--- src/rtl/scan_pkg.sv ---
// Shared types and helpers for the pattern scan engine.
package scan_pkg;

    typedef enum logic [1:0] {
        IDLE = 2'd0,
        FILL = 2'd1,
        SCAN = 2'd2,
        DONE = 2'd3
    } scan_state_t;

    // Number of windows that fit entirely inside one byte.
    function automatic int in_win_count(input int pat_w);
        return 9 - pat_w;
    endfunction

    // Number of windows that begin in the previous byte and end in the current one.
    function automatic int x_win_count(input int pat_w);
        return pat_w - 1;
    endfunction

    // Adds inc to acc and clamps the result to the largest cnt_w-bit value.
    // The 32-bit sum leaves ample headroom for any counter up to 27 bits.
    function automatic logic [31:0] sat_add(input logic [31:0] acc,
                                            input logic [31:0] inc,
                                            input int          cnt_w);
        logic [31:0] limit;
        logic [31:0] sum;
        limit = (32'd1 << cnt_w) - 32'd1;
        sum   = acc + inc;
        return (sum > limit) ? limit : sum;
    endfunction

    // Largest possible in-byte match count for a scan.
    function int max_inbyte(input int pat_w, input int nbytes);
        return (9 - pat_w) * nbytes;
    endfunction

    // Largest possible matching-byte count for a scan.
    function int max_bytes(input int nbytes);
        return nbytes;
    endfunction

    // Largest possible whole-stream match count for a scan.
    function int max_stream(input int pat_w, input int nbytes);
        return 8 * nbytes - pat_w + 1;
    endfunction

endpackage

--- src/rtl/window_matcher.sv ---
// Counts pattern hits for one byte: windows inside the byte and windows
// that straddle the boundary with the preceding byte.
module window_matcher
    import scan_pkg::*;
#(
    parameter int PAT_W = 5
) (
    input  logic [7:0]       cur,
    input  logic [PAT_W-2:0] prev_tail,
    input  logic [PAT_W-1:0] pat,
    input  logic [PAT_W-1:0] pat_mask,
    input  logic             first_byte,
    output logic [3:0]       in_hits,
    output logic [3:0]       x_hits
);

    localparam int IN_WIN = in_win_count(PAT_W);

    // Tail bits of the previous byte sit above the current byte, so stream
    // order (earliest bit first) maps onto descending bit index.
    logic [PAT_W+6:0] joined;
    assign joined = {prev_tail, cur};

    // Count masked matches among the windows wholly inside the current byte.
    always_comb begin
        in_hits = 4'd0;
        for (int k = 0; k < IN_WIN; k++) begin
            if (((cur[k +: PAT_W] ^ pat) & pat_mask) == '0) begin
                in_hits = in_hits + 4'd1;
            end
        end
    end

    // Count masked matches among the windows that start in the previous byte.
    always_comb begin
        x_hits = 4'd0;
        for (int k = IN_WIN; k < 8; k++) begin
            if (!first_byte && (((joined[k +: PAT_W] ^ pat) & pat_mask) == '0)) begin
                x_hits = x_hits + 4'd1;
            end
        end
    end

endmodule

--- src/rtl/pattern_scan_unit.sv ---
// Scans NBYTES consecutive memory bytes for a masked bit pattern and reports
// in-byte, per-byte and whole-stream match counts through a start/done handshake.
module pattern_scan_unit
    import scan_pkg::*;
#(
    parameter int PAT_W  = 5,
    parameter int NBYTES = 32,
    parameter int ADDR_W = 8,
    parameter int CNT_W  = 8
) (
    input  logic              clk,
    input  logic              reset,
    input  logic              start,
    input  logic [ADDR_W-1:0] base_addr,
    input  logic [PAT_W-1:0]  pat,
    input  logic [PAT_W-1:0]  pat_mask,
    output logic [ADDR_W-1:0] mem_addr,
    output logic              mem_rd,
    input  logic [7:0]        mem_rdata,
    output logic              busy,
    output logic              done,
    output logic [CNT_W-1:0]  cnt_inbyte,
    output logic [CNT_W-1:0]  cnt_bytes,
    output logic [CNT_W-1:0]  cnt_stream
);

    localparam int X_WIN = x_win_count(PAT_W);
    localparam int IDX_W = $clog2(NBYTES + 1);
    localparam logic [IDX_W-1:0] NB_IDX   = IDX_W'(NBYTES);
    localparam logic [IDX_W-1:0] LAST_IDX = IDX_W'(NBYTES - 1);

    scan_state_t      state;
    logic [PAT_W-1:0] pat_q;
    logic [PAT_W-1:0] mask_q;
    logic [X_WIN-1:0] prev_tail;
    logic [IDX_W-1:0] rd_idx;
    logic [IDX_W-1:0] cons_idx;
    logic [3:0]       in_hits;
    logic [3:0]       x_hits;
    logic             first_byte;
    logic             issue_next;

    // Byte 0 has no predecessor, so its crossing windows do not exist.
    assign first_byte = (cons_idx == '0);

    // Reads continue one per cycle after the first until every byte is requested.
    assign issue_next = ((state == FILL) || (state == SCAN)) && (rd_idx < NB_IDX);

    window_matcher #(
        .PAT_W (PAT_W)
    ) u_matcher (
        .cur        (mem_rdata),
        .prev_tail  (prev_tail),
        .pat        (pat_q),
        .pat_mask   (mask_q),
        .first_byte (first_byte),
        .in_hits    (in_hits),
        .x_hits     (x_hits)
    );

    // Control FSM, read address sequencing and saturating match counters.
    always_ff @(posedge clk or negedge reset) begin
        if (!reset) begin
            state      <= IDLE;
            pat_q      <= '0;
            mask_q     <= '0;
            prev_tail  <= '0;
            rd_idx     <= '0;
            cons_idx   <= '0;
            mem_addr   <= '0;
            mem_rd     <= 1'b0;
            busy       <= 1'b0;
            done       <= 1'b0;
            cnt_inbyte <= '0;
            cnt_bytes  <= '0;
            cnt_stream <= '0;
        end else begin
            mem_rd <= 1'b0;
            if (issue_next) begin
                mem_addr <= mem_addr + ADDR_W'(1);
                mem_rd   <= 1'b1;
                rd_idx   <= rd_idx + IDX_W'(1);
            end
            case (state)
                IDLE, DONE: begin
                    if (start) begin
                        pat_q      <= pat;
                        mask_q     <= pat_mask;
                        prev_tail  <= '0;
                        cnt_inbyte <= '0;
                        cnt_bytes  <= '0;
                        cnt_stream <= '0;
                        mem_addr   <= base_addr;
                        mem_rd     <= 1'b1;
                        rd_idx     <= IDX_W'(1);
                        cons_idx   <= '0;
                        busy       <= 1'b1;
                        done       <= 1'b0;
                        state      <= FILL;
                    end
                end
                FILL: begin
                    state <= SCAN;
                end
                SCAN: begin
                    cnt_inbyte <= CNT_W'(sat_add(32'(cnt_inbyte), 32'(in_hits), CNT_W));
                    cnt_bytes  <= CNT_W'(sat_add(32'(cnt_bytes), {31'd0, (in_hits != 4'd0)}, CNT_W));
                    cnt_stream <= CNT_W'(sat_add(32'(cnt_stream), 32'(in_hits) + 32'(x_hits), CNT_W));
                    prev_tail  <= mem_rdata[X_WIN-1:0];
                    cons_idx   <= cons_idx + IDX_W'(1);
                    if (cons_idx == LAST_IDX) begin
                        busy  <= 1'b0;
                        done  <= 1'b1;
                        state <= DONE;
                    end
                end
                default: begin
                    state <= IDLE;
                end
            endcase
        end
    end

endmodule

--- config.mk ---
export PLATFORM = sky130hd
export DESIGN_NAME = pattern_scan_unit
export DESIGN_NICKNAME = d
export VERILOG_FILES = /design/src/rtl/scan_pkg.sv /design/src/rtl/window_matcher.sv /design/src/rtl/pattern_scan_unit.sv
export SDC_FILE = /design/constraint.sdc
export NUM_CORES = 1
export LEC_CHECK = 0
export CELL_PAD_IN_SITES_DETAIL_PLACEMENT = 1
export CELL_PAD_IN_SITES_GLOBAL_PLACEMENT = 1
export CORE_MARGIN = 3
export CORE_UTILIZATION = 30
export CTS_BUF_LIST = sky130_fd_sc_hd__clkbuf_2 sky130_fd_sc_hd__clkbuf_4 sky130_fd_sc_hd__clkbuf_8
export DETAILED_ROUTE_END_ITERATION = 10
export PLACE_DENSITY_LB_ADDON = 0.1
export SLEW_MARGIN = 20
export SYNTH_ARGS = -nofsm -noshare
export SYNTH_HDL_FRONTEND = slang
export SYNTH_HIERARCHICAL = 1
export SYNTH_SLANG_ARGS = --single-unit
--- constraint.sdc ---
create_clock -name clk -period 9.7 [get_ports clk]
set_input_delay 1.94 -clock clk [delete_from_list [all_inputs] [get_ports clk]]
set_output_delay 1.94 -clock clk [all_outputs]
set_load 0.1 [all_outputs]
==> impl_results.md, run 1 <==
* CTS sink count at 63
* Synth cell count leaders: 74 x nand2_1, 63 x dfrtp_1, 53 x xor2_1
* Area Growth Syn to Fin at 21.0%
* Hold path cells at 1
* Initial antenna violation count at 0
* Buffer and inverter count on the worst path at 1
* Yosys reg bits at 63
* Crit path max fanout at 6
* Syn_area_per_cell at slightly above 9 um2
* Slew HR at 0.338
* Top FF cell, synth: dfrtp_1
* Final min period at 5960 ps
* Io pins at 64
* Final #Nets at between 500 and 600
* Worst path arrival time at around 6300 ps
* Worst skew pair latency at roughly 360 ps
* DR vias/cell at roughly 5.2
* Synthesized area at around 4300 um2
* RR Startpoint: pat_q[3]
* Initial Util at 0.314
* WL per Instance at approximately 17 um
* Yosys warnings at 6
* Fin Hold WS at 489 ps
* Top cells by area, synth: dfrtp_1 37%, xor2_1 11%, nand2_1 6.5%
* Startpoint Class: primary input
* Layout Skew at slightly above 10 ps
* Cell with the most instances after synthesis: nand2_1
* Detailed-route via count at about 3,600
* Number of global-route vias before repair at about 3,800
* Cell family with most CP delay: compound AO/OA/AOI/OAI gates
* Gr ovfl total at 0
* Worst setup EP type: register
* Reg-to-reg slack, setup at ~5300 ps
* Placer Congestion at ~0.84
* Fillcell total at between 1,500 and 2,000
* R2R cell count at 13
* Setup TNS at 0 ps
* EDFF count, synth at 0
* Port Buffers at 63
* Ys async rst share at 1.00
* Clock Tree Buf Depth at 2
* Reg2reg end: cnt_stream[1]
* Worst setup margin at approximately 3700 ps
* Fin. Hold Viols at 0
* Hold-fix buffers, CTS at 0
* Worst hold endpoint: busy
* Hold wc startpoint: busy
* Clock root cell: clkbuf_8
* Largest net degree at the start of global routing at 64
* Area after DPL at between 4000 and 5000 um2
* Post-detail-place hpwl at 8340 um
* Slowest cell delay on critical path at roughly 580 ps
* RSZ-0062 raised after global routing: false
* Tightest Hold Check Type: reg2reg
* Cells after synthesis at between 400 and 500
* DIE WIDTH at around 130 um
* Layout cells sized above 1 at 0.0660
* Num rows at 42
* Worst slew pin tran at between 900 and 1000 ps
* CTS tree: yes
* Postcts setup bufs at 0
* Slew Viols, Final at 0
* Fmax at ~170 MHz
* Worst slack at placement at ~3300 ps
* Area occupied by multi-input gates at 2440 um2
* Crit-path slowest cell: nor4b_2
* DRC viols at 0
* Worst-path cell chain: clkdlybuf4s50_1 -> xor2_1 -> a222oi_1 -> nand2_1 -> xnor2_2 -> ha_1 -> nand3_1 -> xnor2_1 -> fa_1 -> ha_1 -> a211oi_1 -> o21ba_2 -> nor4b_2 -> a221o_1
* Worst-path clk slew at around 80 ps
* Max-cap violations at 0
* CP dominant cell by count: ha_1
* Post-cts sizing count at 0
* Pre-Repair DR Iteration Count at 4
* Total core area at 13,600 um2
* Cell taking the most area after synthesis: dfrtp_1
* Crit Path Category: in2reg
* H-tree levels at 3
* Post-synth top area share at 0.371
* DRT iter0 DRCs at around 160
* Endpoints failing setup at 0
* Seq/Total Area, Yosys at 0.371
* Routed wire length at ~12,000 um
* First-pass GRT wire length at 19,700 um
* Total Routing Usage GR at 0.155
* Post-synth cell types at 65
* Die Ht at ~130 um
* CTS buffer count at 9
* N_diodes at 0
* Routed Antenna Nets at 0
* Final Instance Area at ~5100 um2
* Outcome: finished clean
* Seq. cell area at 1580 um2
* Die ar. at around 16,000 um2
* Critical Path RT at between 9000 and 10,000 ps
* Crit share post-route at 0.615
## layer usage
metal / wire length [um] / GRT usage / up-vias
li1: - / - / 1713
met1: 5780 / 0.205 / 1794
met2: 5520 / 0.252 / 50
met3: 358 / 0.0405 / 13
met4: 157 / 0.0427 / 0
met5: 0 / 0 / -
## registers in the layout (all words and copies together) (netlist names)
name	count
busy	1
cnt_bytes	8
cnt_inbyte	8
cnt_stream	8
cons_idx	6
done	1
mask_q	5
mem_addr	8
mem_rd	1
pat_q	5
prev_tail	4
rd_idx	6
state	2
## worst reg2reg max path, stage by stage, from the launching register on
cell      delay [ps]
dfrtp_1          560
xor2_1           240
a222oi_1         540
nand2_1          210
xnor2_2          210
ha_1             170
nand3_1           80
xnor2_1          370
fa_1             530
ha_1             310
a211oi_1         100
o21ba_2          260
nor4b_2          580
a221o_1          210
## how the worst max path moves through the flow
stage                         end         start  cells after the start  slack, ps
floorplan           cnt_stream[7]  mem_rdata[4]                     16       4300
global placement    cnt_stream[5]  mem_rdata[5]                     14       3530
detailed placement  cnt_stream[1]  mem_rdata[5]                     14       3340
CTS                 cnt_stream[1]  mem_rdata[5]                     14       3730
global route        cnt_stream[5]  mem_rdata[5]                     14       3400
finish              cnt_stream[1]  mem_rdata[5]                     14       3740
## placed cells by master (no fill, tap or decap), drive strengths merged, types with 3 or more instances in the layout
| master | n |
|---|---|
| fa | 6 |
| a21o | 3 |
| buf | 3 |
| nand3 | 9 |
| o22ai | 3 |
| a22oi | 12 |
| inv | 21 |
| and3 | 11 |
| a41oi | 3 |
| nand4 | 12 |
| nand2 | 74 |
| xor2 | 53 |
| nor2 | 23 |
| nor3 | 7 |
| clkbuf | 12 |
| dfrtp | 63 |
| nor2b | 3 |
| xnor2 | 10 |
| ha | 21 |
| a22o | 4 |
| clkdlybuf4s50 | 62 |
| a31oi | 5 |
| a21oi | 23 |
| o21ai | 18 |
| and2 | 3 |
| a221o | 5 |
## logic make-up after synthesis
group / synth area share
xor+xnor: 0.132
flops: 0.371
other cells: 0.000882
mux: 0.0100
compound gates: 0.165
simple gates: 0.176
buf+inv: 0.0559
fa+ha+maj: 0.0901
## layout make-up
cell class / instances / area share
multi-input combinational: 351 / 0.475
sequential: 63 / 0.307
timing repair buffer: 65 / 0.125
tap: 176 / 0.0428
clock buffer: 12 / 0.0309
inverter: 20 / 0.0146
clock inverter: 4 / 0.00560
## per-stage QoR
stage,std cells,utilization
after global placement,675,0.365
after global routing,691,0.379
after floorplan,464,-
after detailed placement,675,0.365
after CTS,691,0.379
final,691,0.379
Power of run 1 is not shown: default switching activity piles up to over one toggle a cycle in this logic, so the estimate is an artifact.
==> run 2, diff against run 1 <==
- clock period: 9.7 -> 6 ns (I/O delays scaled with it)
==> run 2 against run 1 <==
Routed wire length is 2.5% lower. Count of clock-buffer cells in the layout is the same. Via count decreased by 0.20%. Design area about the same. Utilization about the same. Non-clock buffer count stayed put. Worst setup slack worse by 3000 ps. Sequential share of layout area hardly changed. Critical path type unchanged. Critical endpoint unchanged. Highest routed layer unchanged.
==> impl_results.md, run 2 (synthesis results as in run 1) <==
* CTS tree: yes
* Setup TNS at 0 ps (unchanged)
* Gr ovfl total at 0 (unchanged)
* Max-cap violations at 0 (unchanged)
* Port Buffers at 63 (unchanged)
* Fillcell total at 1,561 (-0.32%)
* Final min period at between 5000 and 6000 ps
* Detailed-route via count at 3,563 (-0.20%)
* Total core area at 13,600 um2 (unchanged)
* Outcome: finished clean
* CTS buffer count at 9 (unchanged)
* Routed Antenna Nets at 0 (unchanged)
* Num rows at 42 (unchanged)
* H-tree levels at 3 (unchanged)
* Worst-path clk slew at 80 ps (about the same)
* DRT iter0 DRCs at 243 (+50%)
* RR Startpoint: pat_q[3]
* First-pass GRT wire length at 19,600 um (-0.49%)
* Clock Tree Buf Depth at 2 (unchanged)
* Initial Util at 0.314 (unchanged)
* Placer Congestion at 0.841 (unchanged)
* DR vias/cell at 5.16 (-0.20%)
* Worst setup margin at 751 ps (-2990 ps)
* R2R cell count at 13 (unchanged)
* Final #Nets at 566 (unchanged)
* Area Growth Syn to Fin at 21.0% (about the same)
* Postcts setup bufs at 0 (unchanged)
* Worst hold endpoint: busy
* RSZ-0062 raised after global routing: false
* Worst setup EP type: register
* Slew Viols, Final at 0 (unchanged)
* Endpoints failing setup at 0 (unchanged)
* Layout cells sized above 1 at 0.0660 (unchanged)
* Largest net degree at the start of global routing at 64 (unchanged)
* Io pins at 64 (unchanged)
* WL per Instance at 16.7 um (-2.5%)
* Most frequent cells in the layout: 74 x nand2_1, 63 x dfrtp_1, 62 x clkdlybuf4s50_1, 53 x xor2_1
* Die Ht at 125 um (unchanged)
* CTS sink count at 63 (unchanged)
* Final Instance Area at 5140 um2 (about the same)
* Hold-fix buffers, CTS at 0 (unchanged)
* Hold path cells at 1 (unchanged)
* Crit Path Category: in2reg
* Hold wc startpoint: busy
* Startpoint Class: primary input
* Critical Path RT at 6290 ps (-3700 ps)
* Reg-to-reg slack, setup at 1530 ps (-3740 ps)
* Worst slack at placement at 386 ps (-2950 ps)
* Leading cell type in the layout, fill and taps excluded: nand2_1
* Reg2reg end: cnt_stream[1]
* Worst skew pair latency at 360 ps (about the same)
* DRC viols at 0 (unchanged)
* Fin. Hold Viols at 0 (unchanged)
* Number of global-route vias before repair at 3,778 (-0.026%)
* Post-detail-place hpwl at 8310 um (-0.39%)
* Area after DPL at 4950 um2 (unchanged)
* Clock root cell: clkbuf_8
* Total Routing Usage GR at 0.154 (-0.00128)
* Tightest Hold Check Type: reg2reg
* Post-cts sizing count at 0 (unchanged)
* N_diodes at 0 (unchanged)
* Crit path max fanout at 6 (unchanged)
* Worst path arrival time at 5540 ps (-710 ps)
* Initial antenna violation count at 0 (unchanged)
* Die ar. at 15,600 um2 (unchanged)
* Layout Skew at 10.3 ps (-0.0998 ps)
* Pre-Repair DR Iteration Count at 4 (unchanged)
* DIE WIDTH at 125 um (unchanged)
* Worst slew pin tran at 981 ps (-8.05 ps)
* Fmax at about 190 MHz
* Crit share post-route at 0.875
* Slew HR at 0.344 (+0.00538)
* Routed wire length at 11,500 um (-2.5%)
run 2: changes by cell type in the layout (fill, tap and decap cells not counted), sizes merged:
cell / before / now
inv: 21 / 20
clkinvlp: 2 / 1
clkinv: 1 / 3
run 2: area by class of cell:
class                      count  area, um2  area share
clock inverter                 4       30.0     0.00584
multi-input combinational    351       2440       0.475
sequential                    63       1580       0.306
clock buffer                  12        159      0.0309
inverter                      20       75.1      0.0146
timing repair buffer          65        641       0.125
tap                          176        220      0.0428
run 2: how the worst max path moves through the flow:
stage                     slack, ps    startpoint            end
final                           750  mem_rdata[5]  cnt_stream[1]
after global routing            330  mem_rdata[5]  cnt_stream[5]
after CTS                       750  mem_rdata[5]  cnt_stream[1]
after detailed placement        390  mem_rdata[5]  cnt_stream[1]
after global placement          570  mem_rdata[5]  cnt_stream[5]
after floorplan                1340  mem_rdata[4]  cnt_stream[7]
run 2: stage by stage:
step / util / cells / hold WS, ps
floorplan: - / 464 / 440
global placement: 0.365 / 675 / 466
detailed placement: 0.365 / 675 / 477
CTS: 0.379 / 691 / 501
global route: 0.379 / 691 / 524
finish: 0.379 / 691 / 487
run 2: worst max-delay path, cell delays in order:
cell and delay [ps]:
clkdlybuf4s50_1 530, xor2_1 190, a222oi_1 550, nand2_1 210, xnor2_2 220, ha_1 180
nand3_1 80, xnor2_1 370, fa_1 530, ha_1 310, a211oi_1 110, o21ba_2 260
nor4b_2 590, a221o_1 210
run 2: layer usage:
metal / vias to the layer above / wire length, um / share of wire / track usage
met4: 0 / 171 / 0.015 / 0.0446
met5: - / 0 / 0 / 0
met2: 56 / 5490 / 0.48 / 0.255
li1: 1714 / - / - / -
met1: 1779 / 5480 / 0.48 / 0.201
met3: 14 / 383 / 0.033 / 0.0350
Power of run 2 is left out for the same reason.
==> run 3, diff against run 2 <==
- REMOVE_ABC_BUFFERS: unset -> 1
==> run 3 against run 2 <==
Critical path depth increased by 2. Sequential share of layout area down 0.097 points. Cell count stayed put. Global-route usage grew 0.62 points.
==> impl_results.md, run 3 (synthesis results as in run 1) <==
* Outcome: finished clean
* Die Ht at 125 um (unchanged)
* CTS tree: yes
* Tightest Hold Check Type: reg2reg
* Clock root cell: clkbuf_8
* Slew Viols, Final at 0 (unchanged)
* Area Growth Syn to Fin at 21.4%
* Layout cells sized above 1 at 0.0641 (-0.00194)
* Fillcell total at 1,566 (+0.32%)
* DRC viols at 0 (unchanged)
* DRT iter0 DRCs at 170 (-30%)
* Worst-path clk slew at 80 ps (about the same)
* Placer Congestion at 0.801 (-4.7%)
* Endpoints failing setup at 0 (unchanged)
* Setup TNS at 0 ps (unchanged)
* Routed Antenna Nets at 0 (unchanged)
* Startpoint Class: primary input
* Most frequent cells in the layout: 74 x nand2_1, 63 x dfrtp_1, 62 x clkdlybuf4s50_1, 53 x xor2_1
* Final min period at 5240 ps (-10.4 ps)
* Final #Nets at 566 (unchanged)
* DR vias/cell at 5.16 (about the same)
* Detailed-route via count at 3,564 (+0.028%)
* H-tree levels at 3 (unchanged)
* Crit Path Category: in2reg
* Post-detail-place hpwl at 8330 um (+0.29%)
* DIE WIDTH at 125 um (unchanged)
* Number of global-route vias before repair at 3,903 (+3.3%)
* Fin. Hold Viols at 0 (unchanged)
* Num rows at 42 (unchanged)
* Total core area at 13,600 um2 (unchanged)
* Io pins at 64 (unchanged)
* Routed wire length at 11,800 um (+2.0%)
* Hold-fix buffers, CTS at 0 (unchanged)
* Postcts setup bufs at 0 (unchanged)
* First-pass GRT wire length at 20,400 um (+3.8%)
* Port Buffers at 63 (unchanged)
* Post-cts sizing count at 0 (unchanged)
* Critical Path RT at 6290 ps (about the same)
* Largest net degree at the start of global routing at 64 (unchanged)
* CTS sink count at 63 (unchanged)
* Worst setup EP type: register
* Die ar. at 15,600 um2 (unchanged)
* Worst path arrival time at 5520 ps (-20 ps)
* Layout Skew at 13.6 ps (+3.31 ps)
* Max-cap violations at 0 (unchanged)
* N_diodes at 0 (unchanged)
* Crit share post-route at 0.873 (-0.00174)
* Crit path max fanout at 6 (unchanged)
* Fmax at 191 MHz (+0.20%)
* Initial Util at 0.314 (unchanged)
* Slew HR at 0.311 (-0.0324)
* Gr ovfl total at 0 (unchanged)
* Total Routing Usage GR at 0.160 (+0.00618)
* Worst slew pin tran at 1030 ps (+51.7 ps)
* Leading cell type in the layout, fill and taps excluded: nand2_1
* CTS buffer count at 9 (unchanged)
* RSZ-0062 raised after global routing: false
* Clock Tree Buf Depth at 2 (unchanged)
* Pre-Repair DR Iteration Count at 4 (unchanged)
* Worst skew pair latency at 370 ps (about the same)
* Initial antenna violation count at 0 (unchanged)
* WL per Instance at 17.0 um (+2.0%)
## run 3: changes by cell type in the layout (fill, tap and decap cells not counted)
cell,change
clkbuf_4,-1
inv_6,+1
bufinv_16,+1
and2_2,-1
and2_1,+1
clkbuf_8,-1
## run 3: worst max-delay path, cell delays in order
cell	delay, ps
clkdlybuf4s50_1	550
xor2_1	200
a22oi_1	240
nand3_1	150
inv_1	90
ha_1	260
xnor2_2	200
ha_1	170
nand3_1	80
xnor2_1	380
fa_1	530
ha_1	300
a211oi_1	110
o21ba_2	260
nor4b_2	580
o21bai_1	200
## run 3: path summary, 6_finish.rpt
kind,startpoint,endpoint,slack (ps),depth (start not counted)
min in group asynchronous,reset,prev_tail[3],1030,2
hold reg to reg,busy,busy,490,1
setup reg to reg,pat_q[3],cnt_stream[5],1520,13
hold / removal,busy,busy,490,1
max in group asynchronous,reset,cnt_stream[5],4420,2
setup / recovery,mem_rdata[4],cnt_stream[5],760,16
## run 3: area by class of cell
type,count,area [um2],area share
multi-input cells,351,2440,0.473
well taps,176,220,0.0427
clock buffers,10,138,0.0267
repair buffers,65,641,0.124
clock inverters,6,68.8,0.0133
flip-flops and latches,63,1580,0.306
inverters,20,75.1,0.0145
## run 3: routing by layer
layer	track usage	up-vias	wire length, um	share of wire
met3	0.0405	16	388	0.033
met2	0.253	46	5610	0.48
met5	0	-	0	0
li1	-	1712	-	-
met4	0.0574	0	199	0.017
met1	0.213	1790	5560	0.47
## run 3: through the flow
step	cell area, um2	hold slack (ps)	cells	util	setup slack, ps
4_1_cts	5160	506	691	0.381	752
3_5_place_dp	4950	477	675	0.365	372
3_3_place_gp	4950	479	675	0.365	515
5_1_grt	5160	524	691	0.381	389
6_report	5160	491	691	0.381	762
2_1_floorplan	4090	461	434	-	1520
Power of run 3 is left out for the same reason.
